<file path="src/rtl/mtr_drv.sv">
// mtr_drv: dual H-bridge PWM drive stage fed by signed wheel speed commands.
// Shared 11-bit timebase, per-side duty latched at the period boundary,
// per-side dead-time interlock producing non-overlapping PWM pairs.
//
// Ports:
//   clk, rst        system clock, synchronous active-high reset
//   lft_spd         signed 11-bit left speed command
//   rght_spd        signed 11-bit right speed command
//   lftPWM1/2       left forward / reverse drive pair
//   rghtPWM1/2      right forward / reverse drive pair
//   pwm_synch       one-cycle pulse while the timebase is at 0
//
// Parameter DEAD: dead-time in clocks, 1..63.
// Build option MTR_DRV_DEADTIME_EN: when defined, the dead-time interlock
// is compiled in; when undefined, each pair is a plain complementary
// output and DEAD has no effect on behaviour.

// One side of the drive: raw compare, one-cycle pipeline, optional
// dead-time counter, registered complementary outputs.
module mtr_drv_side #(
  parameter int DEAD = 32
) (
  input  logic        clk,
  input  logic        rst,
  input  logic [10:0] cnt,
  input  logic [10:0] duty,
  output logic        pwm1,
  output logic        pwm2
);

  if (DEAD < 1 || DEAD > 63) begin : g_dead_range
    $error("mtr_drv_side: DEAD must be within 1..63");
  end

  logic raw;
  logic raw_q;

  // Unsigned compare: duty 0 never drives forward, duty 2047 drops
  // only for the last count of the period.
  assign raw = (cnt < duty);

`ifdef MTR_DRV_DEADTIME_EN

  localparam logic [5:0] DEAD_C = 6'(DEAD);

  logic [5:0] dcnt;
  logic       settled;

  // Outputs are enabled only after raw_q has been stable for DEAD
  // cycles, which opens the low-low gap around every transition.
  assign settled = (dcnt == DEAD_C);

  always_ff @(posedge clk) begin
    if (rst) begin
      raw_q <= 1'b0;
      dcnt  <= '0;
      pwm1  <= 1'b0;
      pwm2  <= 1'b0;
    end else begin
      raw_q <= raw;
      if (raw != raw_q) begin
        dcnt <= '0;
      end else if (!settled) begin
        dcnt <= dcnt + 6'd1;
      end
      pwm1 <= raw_q & settled;
      pwm2 <= ~raw_q & settled;
    end
  end

`else

  always_ff @(posedge clk) begin
    if (rst) begin
      raw_q <= 1'b0;
      pwm1  <= 1'b0;
      pwm2  <= 1'b0;
    end else begin
      raw_q <= raw;
      pwm1  <= raw_q;
      pwm2  <= ~raw_q;
    end
  end

`endif

endmodule

module mtr_drv #(
  parameter int DEAD = 32
) (
  input  logic               clk,
  input  logic               rst,
  input  logic signed [10:0] lft_spd,
  input  logic signed [10:0] rght_spd,
  output logic               lftPWM1,
  output logic               lftPWM2,
  output logic               rghtPWM1,
  output logic               rghtPWM2,
  output logic               pwm_synch
);

  localparam logic [10:0] MID = 11'h400;
  localparam logic [10:0] TOP = 11'h7ff;

  logic [10:0] cnt;
  logic [10:0] lft_duty;
  logic [10:0] rght_duty;
  logic        wrap;

  assign wrap = (cnt == TOP);

  // Timebase and period-boundary duty latch. Offsetting the signed
  // command by half scale maps 0 to 50 % duty; the sum wraps mod 2048.
  always_ff @(posedge clk) begin
    if (rst) begin
      cnt       <= '0;
      lft_duty  <= MID;
      rght_duty <= MID;
      pwm_synch <= 1'b0;
    end else begin
      cnt       <= cnt + 11'd1;
      pwm_synch <= wrap;
      if (wrap) begin
        lft_duty  <= $unsigned(lft_spd) + MID;
        rght_duty <= $unsigned(rght_spd) + MID;
      end
    end
  end

  mtr_drv_side #(
    .DEAD (DEAD)
  ) u_lft (
    .clk  (clk),
    .rst  (rst),
    .cnt  (cnt),
    .duty (lft_duty),
    .pwm1 (lftPWM1),
    .pwm2 (lftPWM2)
  );

  mtr_drv_side #(
    .DEAD (DEAD)
  ) u_rght (
    .clk  (clk),
    .rst  (rst),
    .cnt  (cnt),
    .duty (rght_duty),
    .pwm1 (rghtPWM1),
    .pwm2 (rghtPWM2)
  );

endmodule

</file>
<file path="config.mk">
export PLATFORM = sky130hd
export DESIGN_NAME = mtr_drv
export DESIGN_NICKNAME = d
export VERILOG_FILES = /design/src/rtl/mtr_drv.sv
export SDC_FILE = /design/constraint.sdc
export NUM_CORES = 1
export LEC_CHECK = 0
export BUFFER_PORTS_ARGS = -buffer_cell sky130_fd_sc_hd__buf_2
export CELL_PAD_IN_SITES_DETAIL_PLACEMENT = 0
export CELL_PAD_IN_SITES_GLOBAL_PLACEMENT = 1
export CORE_MARGIN = 4
export CORE_UTILIZATION = 43
export DETAILED_ROUTE_END_ITERATION = 16
export GPL_ROUTABILITY_DRIVEN = 0
export GPL_TIMING_DRIVEN = 0
export PLACE_DENSITY = 0.88
export SYNTH_ARGS = -nofsm -noshare
export SYNTH_HDL_FRONTEND = slang
export SYNTH_SLANG_ARGS = --single-unit
</file>
<file path="constraint.sdc">
create_clock -name clk -period 2 [get_ports clk]
set_clock_uncertainty 0.15 [all_clocks]
set_input_delay 0.2 -clock clk [delete_from_list [all_inputs] [get_ports clk]]
set_output_delay 0.2 -clock clk [all_outputs]
set_load 0.05 [all_outputs]
</file>
==> results_dict.tcl <==
set metrics [dict create \
    outcome "finished clean" \
    intPower_uw 1157 \
    cpPeakStageDelay_ps 420 \
    grt_overflow 0 \
    synthTopCellsByArea "dfxtp_1, ha_1, a22o_1" \
    die_width_um 72.60 \
    avgSynthCellArea_um2 10.14 \
    start_util_pct 44.53 \
    power.share.combinational_pct 8.5 \
    relSlewSlack_pct 63.19 \
    rows 23 \
    ff2ff_path_depth 5 \
    grt_pass1_wl_mm 6.168 \
    path_buf_inv 1 \
    fin_nets 279 \
    seqPwrFrac_pct 55.1 \
    place_ws_ps 43.50 \
    post-route-min-period_ps 1901 \
    fin_cells 285 \
    critical_path.endpoint_type "flop" \
    grt_usage_pct 15.28 \
    crit_path_start "cnt[1]$_SDFF_PP0_" \
    fin_crit_sh_pct 95.03 \
    power_frac_clock_pct 36.4 \
    hp-class "in -> reg" \
    seq_area_um2 802.0 \
    die_h_um 72.60 \
    drt_iter0_drc 81 \
    grt_pass1_vias 1345 \
    viasPerCell 5.046 \
    path_depth 5 \
    grt_setup_unrepaired "true" \
    post_drt_wl_per_cell_um 12.89 \
    ys_warn_count 0 \
    clk_pin_slew_ps 70 \
    nFillCells 357 \
    synth_area_mm2 0.001794 \
    antenna_found_initial 0 \
    switching_share_pct 22.20 \
    rrSetupSlack_ps 100 \
    vdd_drop_max_mv 0.4003 \
    cp.required_ps 2030 \
    areaGrowthSynthToFinish_pct 29.08 \
    synth_top_area_cell "dfxtp_1" \
    r2r-end "lft_duty[5]$_SDFFE_PP0P_" \
    crit_arrival_ps 1930 \
    fmax_mhz 526.2 \
    hold_violations 0 \
    first_pass_iters 4 \
    slowest_stage "dfxtp_1" \
    clockBufferDepth 2 \
    ys_seq_area_share_pct 44.63 \
    start_kind "flop" \
    worstPathMaxFanout 10 \
    synth-async-reset-ratio_pct 0 \
    insertion_delay_ps 280 \
    cts_tree "done" \
    leakagePower_uw 0.001013 \
    hold_ws_ps 198.0 \
    dp_hpwl_mm 2.459 \
    clock-sinks 40 \
    maxCapViolCount 0 \
    grt_max_degree 12 \
    r2r_start "cnt[1]$_SDFF_PP0_" \
    synth-seq-cells 40 \
    fin_ws_ps 99.41 \
    critPathKind "reg -> reg" \
    htree_levels 2 \
    ant_nets 0 \
    synth_enable_flop_cells 0 \
    yosysMostFrequentCell "dfxtp_1" \
    syn-num-nets 222 \
    fin_util_pct 57.48 \
    fin_setup_tns_ps 0 \
    core-area_mm2 0.004029 \
    io_buffers 27 \
    layout-drive-gt1-share_pct 18.30 \
    drc 0 \
    ios 29 \
    crit_chain "ha_1, and4_4, a41oi_1, buf_4, a22o_1" \
    synth_commonest_cells "dfxtp_1, ha_1, a22o_1, inv_1, nor2_1" \
    synth_top_area_share_pct 44.63 \
    cts_buffers 5 \
    insertedDiodeCount 0 \
    p_switching_uw 330.1 \
    ys.flop_type "dfxtp_1" \
    numPlacedInstances 254 \
    cts-root-buf "clkbuf_8" \
    drv_slew 0 \
    crit_family "compound AO/OA/AOI/OAI gates" \
    setup-violations-final 0 \
    multi_input_area_um2 878.3 \
    ys_types 27 \
    postSynthCellCount 177 \
    die-area_mm2 0.005270 \
    drt-total-wl_mm 3.675 \
    crit_end "lft_duty[5]$_SDFFE_PP0P_" \
    vias 1438 \
    tightest_slew_ps 552.1 \
    p_per_area_mw_per_mm2 642.0 \
]
registers in the layout (all words and copies together) (netlist names):
signal / cells
rght_duty: 11
u_rght.pwm2: 1
cnt: 11
u_lft.pwm2: 1
u_lft.raw_q: 1
lft_duty: 11
u_rght.pwm1: 1
u_lft.pwm1: 1
pwm_synch: 1
u_rght.raw_q: 1
how the worst min path moves through the flow:
| stage | start | endpoint | depth (start not counted) |
|---|---|---|---|
| global route | rst | cnt[2]$_SDFF_PP0_ | 2 |
| CTS | rst | cnt[2]$_SDFF_PP0_ | 2 |
| detailed placement | lft_spd[10] | lft_duty[10]$_SDFFE_PP1P_ | 2 |
| floorplan | lft_spd[10] | lft_duty[10]$_SDFFE_PP1P_ | 1 |
| global placement | u_rght.raw_q$_SDFF_PP0_ | u_rght.pwm2$_SDFF_PP0_ | 1 |
| finish | rst | cnt[10]$_SDFF_PP0_ | 2 |
routing by layer:
layer  track usage [%]  up-vias  routed length [um]
met4             6.762        0                  69
met5                 0        -                   0
met3             2.893        5                 169
met1             19.47      663                1659
li1                  -      736                   -
met2             25.05       34                1776
layout by cell type, fill, tap and decap left out, drive strengths merged, types with 2 or more instances in the layout:
cell type,Yosys,routed
dfxtp,40,40
buf,4,32
dlygate4sd3,0,22
ha,21,21
inv,20,20
a22o,20,20
nor2,15,15
clkbuf,2,10
xor2,8,8
nand2,6,6
a21oi,6,6
nand3,6,6
nand4,5,5
nor2b,5,5
o21ai,4,4
and4,3,3
a22oi,2,2
a21o,2,2
a211oi,2,2
through the flow:
step / power, uW / cell area, um^2
CTS: 1498 / 2302
finish: 1487 / 2316
floorplan: 889.0 / 1794
detailed placement: 928.4 / 1992
global route: 1556 / 2316
global placement: 927.2 / 1992
timing repair:
item | CTS | global route
hold buffers | 22 | 0
setup endpoints to repair | 0 | 20
resized for setup | 0 | 5
endpoints found under the hold margin | 22 | 0
buffers inserted | 0 | 1
logic make-up after synthesis:
| kind of cell | after synthesis | synth area share [%] |
|---|---|---|
| and+or+nand+nor | 41 | 13.04 |
| AOI/OAI and AO/OA | 40 | 16.88 |
| DFF | 40 | 44.63 |
| buffers and inverters | 26 | 6.416 |
| adders and majority gates | 21 | 14.64 |
| xor gates and xnor gates | 9 | 4.394 |
cell type report:
class / count / area share, %
flip-flops and latches: 40 / 34.63
clock buffers: 8 / 3.890
inverters: 20 / 3.241
plain buffers: 6 / 1.945
repair buffers: 50 / 15.67
multi-input cells: 111 / 37.93
well taps: 50 / 2.701
power by group through the flow:
stage               registers [uW]  logic (uW)  clock network (uW)
floorplan                      849        39.5                   0
global placement               837        90.6                   0
detailed placement             837        91.7                   0
CTS                            818         124                 555
global route                   820         141                 595
finish                         819         127                 541
(Power assumes the default switching activity.)
